==> config.mk <==
export PLATFORM = sky130hd
export DESIGN_NAME = serial_cmd_frame_decoder
export DESIGN_NICKNAME = d
export VERILOG_FILES = /design/src/rtl/serial_cmd_frame_decoder_pkg.sv /design/src/rtl/serial_cmd_frame_decoder_payload_bank.sv /design/src/rtl/serial_cmd_frame_decoder.sv
export SDC_FILE = /design/constraint.sdc
export NUM_CORES = 1
export LEC_CHECK = 0
export CORE_ASPECT_RATIO = 1.4
export CORE_UTILIZATION = 63
export CTS_CLUSTER_DIAMETER = 30
export DETAILED_ROUTE_END_ITERATION = 10
export DONT_BUFFER_PORTS = 1
export HOLD_SLACK_MARGIN = 0.15
export PLACE_DENSITY = 0.91
export REMOVE_ABC_BUFFERS = 1
export SYNTH_ARGS = -nofsm -noshare
export SYNTH_HDL_FRONTEND = slang
export SYNTH_SLANG_ARGS = --single-unit
==> constraint.sdc <==
create_clock -name clk -period 2.8 [get_ports clk]
set_input_delay 0.14 -clock clk [delete_from_list [all_inputs] [get_ports clk]]
set_output_delay 0.14 -clock clk [all_outputs]
set_load 0.02 [all_outputs]
==> src/rtl/serial_cmd_frame_decoder_pkg.sv <==
// Shared types and constants for the serial command-frame decoder.
package serial_cmd_frame_decoder_pkg;

    // Controller states: a symbol costs one POP cycle plus one SAMPLE cycle.
    typedef enum logic [2:0] {
        ST_IDLE   = 3'd0,
        ST_POP    = 3'd1,
        ST_SAMPLE = 3'd2,
        ST_FLUSH  = 3'd3,
        ST_DONE   = 3'd4
    } state_e;

    // Position inside the frame that the next sampled symbol is checked against.
    typedef enum logic [2:0] {
        PH_SOF     = 3'd0,
        PH_SEP1    = 3'd1,
        PH_PAYLOAD = 3'd2,
        PH_EOF     = 3'd3,
        PH_FLUSH   = 3'd4
    } phase_e;

    localparam logic [2:0] ERR_OK       = 3'd0;
    localparam logic [2:0] ERR_NO_SOF   = 3'd1;
    localparam logic [2:0] ERR_NO_SEP   = 3'd2;
    localparam logic [2:0] ERR_OVERFLOW = 3'd3;
    localparam logic [2:0] ERR_NO_EOF   = 3'd4;
    localparam logic [2:0] ERR_TIMEOUT  = 3'd5;

    localparam logic [7:0] DEF_SOF_SYMBOL = 8'h7B;  // '{'
    localparam logic [7:0] DEF_SEP_SYMBOL = 8'h20;  // ' '
    localparam logic [7:0] DEF_EOF_SYMBOL = 8'h7D;  // '}'

    // Byte counter increment that sticks at 8'hFF instead of wrapping.
    function automatic logic [7:0] sat_inc8(input logic [7:0] v);
        return (v == 8'hFF) ? v : v + 8'd1;
    endfunction

endpackage

==> src/rtl/serial_cmd_frame_decoder_payload_bank.sv <==
// Payload register bank: MAX_PAYLOAD symbols, cleared as a whole, written one slot at a time.
module serial_cmd_payload_bank #(
    parameter int DATA_WIDTH  = 8,
    parameter int MAX_PAYLOAD = 8,
    parameter int IDX_W       = $clog2(MAX_PAYLOAD + 1)
) (
    input  logic                              clk,
    input  logic                              rst,
    input  logic                              clr_i,
    input  logic                              we_i,
    input  logic [IDX_W-1:0]                  idx_i,
    input  logic [DATA_WIDTH-1:0]             wdata_i,
    output logic [MAX_PAYLOAD*DATA_WIDTH-1:0] payload_o
);

    logic [DATA_WIDTH-1:0] slot_q [MAX_PAYLOAD];

    // Clear on reset or frame start; otherwise write the addressed slot only.
    always_ff @(posedge clk) begin
        for (int k = 0; k < MAX_PAYLOAD; k++) begin
            if (rst || clr_i) begin
                slot_q[k] <= '0;
            end else if (we_i && (idx_i == IDX_W'(k))) begin
                slot_q[k] <= wdata_i;
            end
        end
    end

    for (genvar g = 0; g < MAX_PAYLOAD; g++) begin : g_flat
        assign payload_o[g*DATA_WIDTH +: DATA_WIDTH] = slot_q[g];
    end

endmodule

==> src/rtl/serial_cmd_frame_decoder.sv <==
// Command-frame decoder: pops SOF SEP payload SEP EOF from the RX FIFO, latches the
// payload, reports a status code and holds the result until the consumer acknowledges.
module serial_cmd_frame_decoder
    import serial_cmd_frame_decoder_pkg::*;
#(
    parameter int                    DATA_WIDTH     = 8,
    parameter int                    MAX_PAYLOAD    = 8,
    parameter logic [DATA_WIDTH-1:0] SOF_SYMBOL     = DATA_WIDTH'(DEF_SOF_SYMBOL),
    parameter logic [DATA_WIDTH-1:0] SEP_SYMBOL     = DATA_WIDTH'(DEF_SEP_SYMBOL),
    parameter logic [DATA_WIDTH-1:0] EOF_SYMBOL     = DATA_WIDTH'(DEF_EOF_SYMBOL),
    parameter int                    TIMEOUT_CYCLES = 1000,
    localparam int                   LEN_W          = $clog2(MAX_PAYLOAD + 1)
) (
    input  logic                              clk,
    input  logic                              rst,
    input  logic                              cmd_ready,
    input  logic                              fifo_empty,
    input  logic [DATA_WIDTH-1:0]             data,
    input  logic                              cmd_processed_received,
    output logic                              cmd_read_clk,
    output logic                              cmd_processed,
    output logic                              cmd_decode_success,
    output logic [2:0]                        cmd_error_code,
    output logic [7:0]                        cmd_bytes_processed,
    output logic [LEN_W-1:0]                  cmd_payload_len,
    output logic [MAX_PAYLOAD*DATA_WIDTH-1:0] cmd_payload
);

    // Stall counter only has to reach TIMEOUT_CYCLES-1.
    localparam int  STALL_W    = (TIMEOUT_CYCLES > 1) ? $clog2(TIMEOUT_CYCLES) : 1;
    localparam bit  TIMEOUT_EN = (TIMEOUT_CYCLES != 0);
    localparam logic [STALL_W-1:0] STALL_LIMIT = STALL_W'(TIMEOUT_CYCLES - 1);

    state_e             state_q, state_d;
    phase_e             phase_q, phase_d;
    logic [LEN_W-1:0]   len_q,   len_d;
    logic [7:0]         bytes_q, bytes_d;
    logic [2:0]         err_q,   err_d;
    logic [STALL_W-1:0] stall_q, stall_d;

    logic bank_clr;
    logic bank_we;
    logic pop;

    // State, phase and counter registers.
    always_ff @(posedge clk) begin
        if (rst) begin
            state_q <= ST_IDLE;
            phase_q <= PH_SOF;
            len_q   <= '0;
            bytes_q <= '0;
            err_q   <= ERR_OK;
            stall_q <= '0;
        end else begin
            state_q <= state_d;
            phase_q <= phase_d;
            len_q   <= len_d;
            bytes_q <= bytes_d;
            err_q   <= err_d;
            stall_q <= stall_d;
        end
    end

    // Next-state logic: frame checking, flushing, timeout and result handshake.
    always_comb begin
        state_d  = state_q;
        phase_d  = phase_q;
        len_d    = len_q;
        bytes_d  = bytes_q;
        err_d    = err_q;
        stall_d  = stall_q;
        bank_clr = 1'b0;
        bank_we  = 1'b0;
        pop      = 1'b0;

        unique case (state_q)
            ST_IDLE: begin
                if (cmd_ready && !fifo_empty) begin
                    bank_clr = 1'b1;
                    len_d    = '0;
                    bytes_d  = '0;
                    err_d    = ERR_OK;
                    stall_d  = '0;
                    phase_d  = PH_SOF;
                    state_d  = ST_POP;
                end
            end

            ST_POP: begin
                if (!fifo_empty) begin
                    pop     = 1'b1;
                    stall_d = '0;
                    state_d = ST_SAMPLE;
                end else if (TIMEOUT_EN && (stall_q == STALL_LIMIT)) begin
                    err_d   = ERR_TIMEOUT;
                    state_d = ST_DONE;
                end else begin
                    stall_d = stall_q + STALL_W'(1);
                end
            end

            ST_SAMPLE: begin
                bytes_d = sat_inc8(bytes_q);
                unique case (phase_q)
                    PH_SOF: begin
                        if (data == SOF_SYMBOL) begin
                            phase_d = PH_SEP1;
                            state_d = ST_POP;
                        end else begin
                            err_d   = ERR_NO_SOF;
                            phase_d = PH_FLUSH;
                            state_d = ST_FLUSH;
                        end
                    end
                    PH_SEP1: begin
                        if (data == SEP_SYMBOL) begin
                            phase_d = PH_PAYLOAD;
                            state_d = ST_POP;
                        end else begin
                            err_d   = ERR_NO_SEP;
                            phase_d = PH_FLUSH;
                            state_d = ST_FLUSH;
                        end
                    end
                    PH_PAYLOAD: begin
                        if (data == SEP_SYMBOL) begin
                            phase_d = PH_EOF;
                            state_d = ST_POP;
                        end else if (data == EOF_SYMBOL) begin
                            // Frame closed without the trailing separator; nothing left to flush.
                            err_d   = ERR_NO_SEP;
                            state_d = ST_DONE;
                        end else if (len_q == LEN_W'(MAX_PAYLOAD)) begin
                            err_d   = ERR_OVERFLOW;
                            phase_d = PH_FLUSH;
                            state_d = ST_FLUSH;
                        end else begin
                            bank_we = 1'b1;
                            len_d   = len_q + LEN_W'(1);
                            state_d = ST_POP;
                        end
                    end
                    PH_EOF: begin
                        if (data == EOF_SYMBOL) begin
                            state_d = ST_DONE;
                        end else begin
                            err_d   = ERR_NO_EOF;
                            phase_d = PH_FLUSH;
                            state_d = ST_FLUSH;
                        end
                    end
                    PH_FLUSH: begin
                        state_d = (data == EOF_SYMBOL) ? ST_DONE : ST_FLUSH;
                    end
                    default: state_d = ST_IDLE;
                endcase
            end

            ST_FLUSH: begin
                // An empty FIFO ends the flush rather than stalling.
                if (!fifo_empty) begin
                    pop     = 1'b1;
                    state_d = ST_SAMPLE;
                end else begin
                    state_d = ST_DONE;
                end
            end

            ST_DONE: begin
                if (cmd_processed_received) begin
                    state_d = ST_IDLE;
                end
            end

            default: state_d = ST_IDLE;
        endcase
    end

    serial_cmd_payload_bank #(
        .DATA_WIDTH  (DATA_WIDTH),
        .MAX_PAYLOAD (MAX_PAYLOAD),
        .IDX_W       (LEN_W)
    ) u_bank (
        .clk       (clk),
        .rst       (rst),
        .clr_i     (bank_clr),
        .we_i      (bank_we),
        .idx_i     (len_q),
        .wdata_i   (data),
        .payload_o (cmd_payload)
    );

    // Pop strobe is suppressed while reset is held so an aborted frame never pops.
    assign cmd_read_clk        = pop & ~rst;
    assign cmd_processed       = (state_q == ST_DONE);
    assign cmd_decode_success  = (state_q == ST_DONE) && (err_q == ERR_OK);
    assign cmd_error_code      = err_q;
    assign cmd_bytes_processed = bytes_q;
    assign cmd_payload_len     = len_q;

endmodule

# After elaboration in Yosys (flattened, before gate mapping)
# Memory sizes are Yosys's and may differ from the RTL's.
# Index checks and enable logic that the tools add are counted.
# Widths: inputs -> output; s select.
dict set report totals {
  ff_bits 31
  ram_bits 64
  inputBits 13
  out_inout_bits 82
  elab_cells 174
  memories 1
}
dict set report classes {
  add_sub_neg 3
  n_eq_ne 40
  n_mux 87
  n_bitwise 10
  reduce_logical 27
}
# name words width read_ports rd_ports_with_merged_regs wr line
set mem_list {}
lappend mem_list {u_bank.slot_q 8 8 8 0 8 serial_cmd_frame_decoder_payload_bank.sv:16} ;# logic [DATA_WIDTH-1:0] slot_q [MAX_PAYLOAD];
# cell n
set op_table {}
lappend op_table {{$mux 8} 10}
lappend op_table {{$mux 3} 22}
lappend op_table {{$pmux 3 s4} 3}
lappend op_table {{$mux 1} 35}
lappend op_table {{$mux 10} 3}
lappend op_table {{$mux 4} 5}
lappend op_table {{$pmux 10 s2} 1}
lappend op_table {{$ne 3x3->1 const B} 6}
lappend op_table {{$eq 4x3->1 const B} 4}
lappend op_table {{$eq 8x7->1 const B} 2}
lappend op_table {{$ne 2x2->1 const B} 8}
lappend op_table {{$pmux 8 s2} 1}
lappend op_table {{$pmux 3 s5} 1}
lappend op_table {{$eq 3x2->1 const B} 4}
lappend op_table {{$ne 4x4->1 const B} 3}
lappend op_table {{$reduce_and 6->1} 2}
lappend op_table {{$add 10x1->10 const B} 1}
lappend op_table {{$eq 10x10->1 const B} 1}
lappend op_table {{$logic_and 1x1->1} 10}
lappend op_table {{$reduce_and 10->1} 1}
lappend op_table {{$logic_not 3->1} 3}
lappend op_table {{$pmux 3 s3} 1}
lappend op_table {{$reduce_and 3->1} 3}
lappend op_table {{$add 8x1->8 const B} 1}
lappend op_table {{other kinds (22)} 36}

# Logic depth before layout (Yosys ltp)
# Gate-level depths: netlist (run 1).
dict set report depth {
  word_depth 11
  ltp_mapped 7
  ltp_nobuf 7
}

# Modules after synthesis
# A second synthesis (run 1) with hierarchy kept.
dict set report hier_totals {
  cells_unflattened 433
  hier_area_um2 4956.0
}
# mod instances cells_each area_each_um2 seq_area_each_um2
set by_module_without_submodules {}
lappend by_module_without_submodules {serial_cmd_payload_bank 1 175 2885.3 1921.8}
lappend by_module_without_submodules {serial_cmd_frame_decoder 1 258 2070.7 620.6}

# Worst setup path after synthesis (run 1)
# Ideal clock, no wire load.
dict set report synth_timing {
  path_type {register to register}
  startpoint {register phase_q[2]}
  endpoint {memory u_bank.slot_q[3][0], in the netlist u_bank.slot_q[0][24] (enable)}
  setup_time_ns 0.384
  t_arrival_ns 1.894
  t_required_ns 2.416
  path_slack_ns 0.522
  stages_incl_launch_ff 7
  path_buffers 1
  synth_period_minus_slack_ns 2.278
  cell_sequence {dfxtp_1 buf_2 nor4b_4 nand2_2 a21oi_2 nand2_1 o21ai_0}
}
# element line
set synth_lines {}
lappend synth_lines {{start, declared} serial_cmd_frame_decoder.sv:35} ;# phase_e phase_q, phase_d;
lappend synth_lines {{start signal, assigned} serial_cmd_frame_decoder.sv:56} ;# phase_q <= phase_d;
lappend synth_lines {{end, declared} serial_cmd_frame_decoder_payload_bank.sv:16}

==> results.json, run 1 <==
{
  "status": "completed",
  "design.die.area_sq_mm": 0.00754,
  "h-tree-depth": 3,
  "place_congestion": 0.868,
  "wire_per_inst_um": 20.4,
  "power.density_mw_per_mm2": 546,
  "cts_resized": 0,
  "grt_usage": 0.297,
  "port_buffers": 0,
  "grt_overflow": 0,
  "grt_max_degree": 20,
  "clock-root-buffer": "clkbuf_8",
  "slowest_delay_ps": 600,
  "ant_nets": 0,
  "p_total_uw": 2690,
  "worst_skew_pair.late_latency_ps": 370,
  "drive_above_1_share": 0.0918,
  "post-cts-setup-buffer-count": 0,
  "cts_buffer_depth": 2,
  "syn-cell-area_sq_mm": 0.00453,
  "required_ps": 3040,
  "path_delay_family": "simple AND/OR/NAND/NOR gates",
  "core_area_sq_mm": 0.00694,
  "final_nets": 439,
  "startpoint_type": "flip-flop",
  "fmax_mhz": 425,
  "routed_wl_um": 10600,
  "nFillCells": 492,
  "crit_path_end_kind": "flip-flop",
  "peakVddDrop_v": 0.000329,
  "crit_slowest_cell": "dfxtp_1",
  "clock_skew_ps": 7.57,
  "cts_buffers": 9,
  "whs_ps": 175,
  "path_clk_slew_ps": 90,
  "period_minus_slack_ps": 2350,
  "crit_top_cell": "and3_1",
  "critPathKind": "reg -> reg",
  "synthCells": 413,
  "async_flop_share": 0,
  "pin_count": 95,
  "leakagePower_uw": 0.00195,
  "drc_errors": 0,
  "final_cell_mix": "and3_1, edfxtp_1, nor2_1",
  "setup_tns_ps": 0,
  "ys_seq_area_frac": 0.561,
  "yosys_warnings": 0,
  "die_height_um": 102,
  "synth_cell_types": 67,
  "start_util": 0.653,
  "setup_viol": 0,
  "ctsHoldBuffers": 12,
  "synth_edf_count": 64,
  "relSlewSlack": 0.519,
  "synth_seq_cells": 95,
  "post-dp-hpwl_um": 6950,
  "cap_viol_max_count": 0,
  "grt_pass1_vias": 3219,
  "grt_pass1_wl_um": 16400,
  "multi_input_area_sq_mm": 0.00184,
  "final_common_cell": "and3_1",
  "ys.flop_type": "edfxtp_1",
  "path_cells": "nor2_1, a31oi_1, and3_1, buf_4, and3_1",
  "critPathMaxFanout": 19,
  "cts_tree": "built",
  "avgSynthCellArea_sq_um": 11.0,
  "critical_path_arrival_ps": 2590,
  "fin_util": 0.710,
  "via_count": 3412,
  "cts.sink_count": 95,
  "area_growth_pct": 8.78,
  "hp-class": "in -> reg",
  "antenna_cells": 0,
  "crit_buf_inv": 1,
  "viasPerCell": 6.56,
  "rows": 36,
  "max_slew.worst_pin.slew_ps": 721,
  "drt-initial-drc-count": 255,
  "maxSlewViolCount": 0,
  "antenna_found_initial": 0,
  "finalCritPeriodShare": 0.840,
  "die_w_um": 73.7,
  "grt_setup_unrepaired": "no",
  "regArea_sq_mm": 0.00254,
  "hold_viol": 0,
  "dr.pass1.iters": 5
}
logic make-up (layout without fill, tap and decap cells):
family / count (synthesis) / after routing / share of synthesized area
AO/OA/AOI/OAI: 75 / 75 / 0.120
flip-flops: 95 / 95 / 0.561
AND/OR/NAND/NOR: 183 / 183 / 0.234
adder cells (fa/ha/maj): 6 / 6 / 0.0166
buffers and inverters: 37 / 49 / 0.0329
XOR/XNOR: 13 / 13 / 0.0251
multiplexers: 4 / 4 / 0.0102
final timing paths:
check,depth (start not counted),to,start,slack (ps)
max,5,u_bank.slot_q[0][29]$_SDFFCE_PN0P_,state_q[0]$_SDFFE_PP0P_,450
min,3,phase_q[0]$_SDFFE_PP0P_,rst,170
max reg2reg,5,u_bank.slot_q[0][29]$_SDFFCE_PN0P_,state_q[0]$_SDFFE_PP0P_,450
min reg2reg,1,stall_q[9]$_SDFFE_PP0P_,stall_q[9]$_SDFFE_PP0P_,490
cells in the mapped netlist, types with 2 or more instances:
cell type	instances	share of area
a211oi_1	3	0.0050
a21o_1	5	0.0083
a21oi_1	15	0.017
a22oi_1	3	0.0050
a31oi_1	4	0.0055
and2_1	4	0.0055
and3_1	67	0.093
and3b_1	2	0.0039
buf_2	8	0.0088
clkbuf_1	18	0.015
dfxtp_1	31	0.14
edfxtp_1	64	0.42
ha_1	6	0.017
inv_1	10	0.0083
mux2i_1	2	0.0044
nand2_1	20	0.017
nand2b_1	3	0.0041
nand3_1	12	0.013
nand4_1	6	0.0083
nor2_1	32	0.027
nor2b_1	6	0.0083
nor3_1	6	0.0066
nor3b_1	2	0.0033
nor4_1	3	0.0041
nor4bb_1	2	0.0044
o2111ai_1	2	0.0039
o211ai_1	6	0.0099
o21a_1	2	0.0033
o21ai_0	13	0.014
o21ai_1	2	0.0022
o22ai_1	2	0.0028
or3_1	3	0.0041
or3b_1	2	0.0039
or3b_2	2	0.0039
or4_1	2	0.0033
xnor2_1	8	0.015
xor2_1	5	0.0097
metal layers:
metal / track usage / wire [um]
met5: 0 / 0
met4: 0.203 / 601
met3: 0.0858 / 847
met2: 0.502 / 5360
met1: 0.316 / 3810
cell type report:
| type | instances | area share |
|---|---|---|
| clock inverters | 5 | 0.0114 |
| multi-input cells | 281 | 0.373 |
| flip-flops and latches | 95 | 0.516 |
| inverters | 10 | 0.00762 |
| repair buffers | 23 | 0.0411 |
| well taps | 95 | 0.0241 |
| clock buffers | 11 | 0.0267 |
power breakdown:
group | switching, uW | leakage (uW) | internal (uW) | total [uW]
registers | 98.9 | 0.000930 | 1560 | 1660
logic | 110 | 0.000924 | 53.3 | 163
clock network | 460 | 0.0000953 | 414 | 874
flip-flops by register name, summed over array words and instances, names as in the netlist:
| name | flops |
|---|---|
| cmd_error_code | 3 |
| cmd_payload_len | 4 |
| phase_q | 3 |
| state_q | 3 |
| u_bank.slot_q | 64 |
| cmd_bytes_processed | 8 |
| stall_q | 10 |
worst register-to-register path: cells and delay by family (launching register included):
kind	cells	cell delay, ps
compound gates	1	460
simple gates	3	880
flops	1	600
buf+inv	1	280
per-stage QoR:
step           instances  setup WS, ps  instance area [sq um]
6_report             520           448                   4930
3_3_place_gp         492           631                   4620
3_5_place_dp         492           545                   4620
5_1_grt              520           315                   4930
2_1_floorplan        386           303                   4420
4_1_cts              520           518                   4930
(Power assumes the default switching activity.)
==> run 2, diff against run 1 <==
==> constraint.sdc (replaced) <==
create_clock -name clk -period 2.3 [get_ports clk]
set_input_delay 0.115 -clock clk [delete_from_list [all_inputs] [get_ports clk]]
set_output_delay 0.115 -clock clk [all_outputs]
set_load 0.02 [all_outputs]
==> run 2 against run 1 <==
Compared with the run above: worst hold slack better by 16 ps; global-route usage increased by 1.7 points; highest routed layer unchanged; sequential power up 21%; largest power group unchanged; first-iteration DRC count increased by 62%.
==> results.json, run 2 (synthesized netlist as in run 1, its figures left out) <==
{
  "dp_slack_ps": 91.0,
  "crit_path_end_kind": "flip-flop",
  "clock_skew_ps": 11.3,
  "final_common_cell": "and3_1",
  "wire_per_inst_um": 21.2,
  "path_clk_slew_ps": 90,
  "critPathMaxFanout": 32,
  "clock-root-buffer": "clkbuf_8",
  "power.density_mw_per_mm2": 661,
  "whs_ps": 190,
  "dp.cells": 503,
  "grt_pass1_wl_um": 17600,
  "grt_setup_unrepaired": "no",
  "place_congestion": 0.882,
  "cts_buffer_depth": 2,
  "via_count": 3538,
  "leakagePower_uw": 0.00202,
  "core_area_sq_mm": 0.00694,
  "grt_usage": 0.314,
  "nFillCells": 477,
  "h-tree-depth": 3,
  "routed_wl_um": 11300,
  "finalCritPeriodShare": 0.892,
  "ant_nets": 0,
  "area_growth_pct": 11.1,
  "rows": 36,
  "cts_tree": "built",
  "grt_use_met2": 0.554,
  "start_util": 0.653,
  "post-dp-hpwl_um": 7130,
  "antenna_cells": 0,
  "dpl-instance-area_sq_mm": 0.00470,
  "relSlewSlack": 0.477,
  "worst_skew_pair.late_latency_ps": 370,
  "grt_pass1_vias": 3474,
  "grt_util_met3": 0.0976,
  "cts_buffers": 9,
  "dr.pass1.iters": 5,
  "final_cell_mix": "and3_1, edfxtp_1, nor2_1",
  "startpoint_type": "flip-flop",
  "period_minus_slack_ps": 2050,
  "cts.sink_count": 95,
  "critical_path_arrival_ps": 2270,
  "p_total_uw": 3330,
  "port_buffers": 0,
  "drive_above_1_share": 0.124,
  "grt_use_met1": 0.316,
  "max_slew.worst_pin.slew_ps": 782,
  "grt_overflow": 0,
  "die_height_um": 102,
  "grt_max_degree": 33,
  "final_nets": 451,
  "critPathKind": "reg -> reg",
  "die_w_um": 73.7,
  "status": "completed",
  "regArea_sq_mm": 0.00254,
  "viasPerCell": 6.65,
  "setup_viol": 0,
  "maxSlewViolCount": 0,
  "post-cts-setup-buffer-count": 0,
  "required_ps": 2520,
  "setup_ws_ps": 247,
  "top_usage_layer": "met2",
  "pin_count": 95,
  "peakVddDrop_v": 0.000297,
  "drc_errors": 0,
  "instances_no_fill": 532,
  "hold_viol": 0,
  "finalInstanceArea_sq_mm": 0.00503,
  "cap_viol_max_count": 0,
  "fmax_mhz": 487,
  "design.die.area_sq_mm": 0.00754,
  "multi_input_area_sq_mm": 0.00184,
  "antenna_found_initial": 0,
  "hp-class": "in -> reg",
  "top_register": "u_bank.slot_q",
  "largest_register_ffs": 64,
  "drt-initial-drc-count": 412
}
-- run 2: metrics by stage --
step / utilization / TNS (ps)
after floorplan: - / -1930
after global placement: 0.678 / 0
after detailed placement: 0.678 / 0
after CTS: 0.725 / 0
after global routing: 0.725 / 0
final: 0.725 / 0
-- run 2: worst paths after layout --
path | from | end | slack (ps) | cells past startpoint
worst min register to register | stall_q[9]$_SDFFE_PP0P_ | stall_q[9]$_SDFFE_PP0P_ | 510 | 1
worst max register to register | state_q[0]$_SDFFE_PP0P_ | u_bank.slot_q[0][10]$_SDFFCE_PN0P_ | 250 | 6
worst min-delay path | cmd_ready | cmd_bytes_processed[3]$_SDFFE_PP0P_ | 190 | 2
worst max-delay path | state_q[0]$_SDFFE_PP0P_ | u_bank.slot_q[0][10]$_SDFFCE_PN0P_ | 250 | 6
-- run 2: repair_timing --
action | CTS | global route
endpoints found under the setup margin | 0 | 64
gates resized for setup | 0 | 2
hold buffers | 13 | 0
endpoints found under the hold margin | 91 | 0
-- run 2: cell type report --
class / instances / share of cell area
Clock buffer: 9 / 0.0246
Multi-Input combinational cell: 281 / 0.366
Clock inverter: 7 / 0.0144
Tap cell: 95 / 0.0236
Inverter: 10 / 0.00746
Sequential cell: 95 / 0.505
Timing Repair Buffer: 35 / 0.0587
-- run 2: critical path, stage by stage (launching register included) --
cell and delay (ps):
dfxtp_1 390, nor4b_4 330, nand2_2 90, a21oi_2 180, buf_4 170, and3_2 470
and3_1 270
-- run 2: per-layer routing --
layer  share of wire  vias up
met1            0.33     1692
met2            0.53      215
li1                -     1586
met4           0.045        0
met5               0        -
met3           0.094       45
-- run 2: power by group --
group	leakage [uW]	internal [uW]	switching (uW)
Combinational	0.000984	75.8	146
Clock	0.000103	506	588
Sequential	0.000930	1890	118
Total	0.00202	2480	852
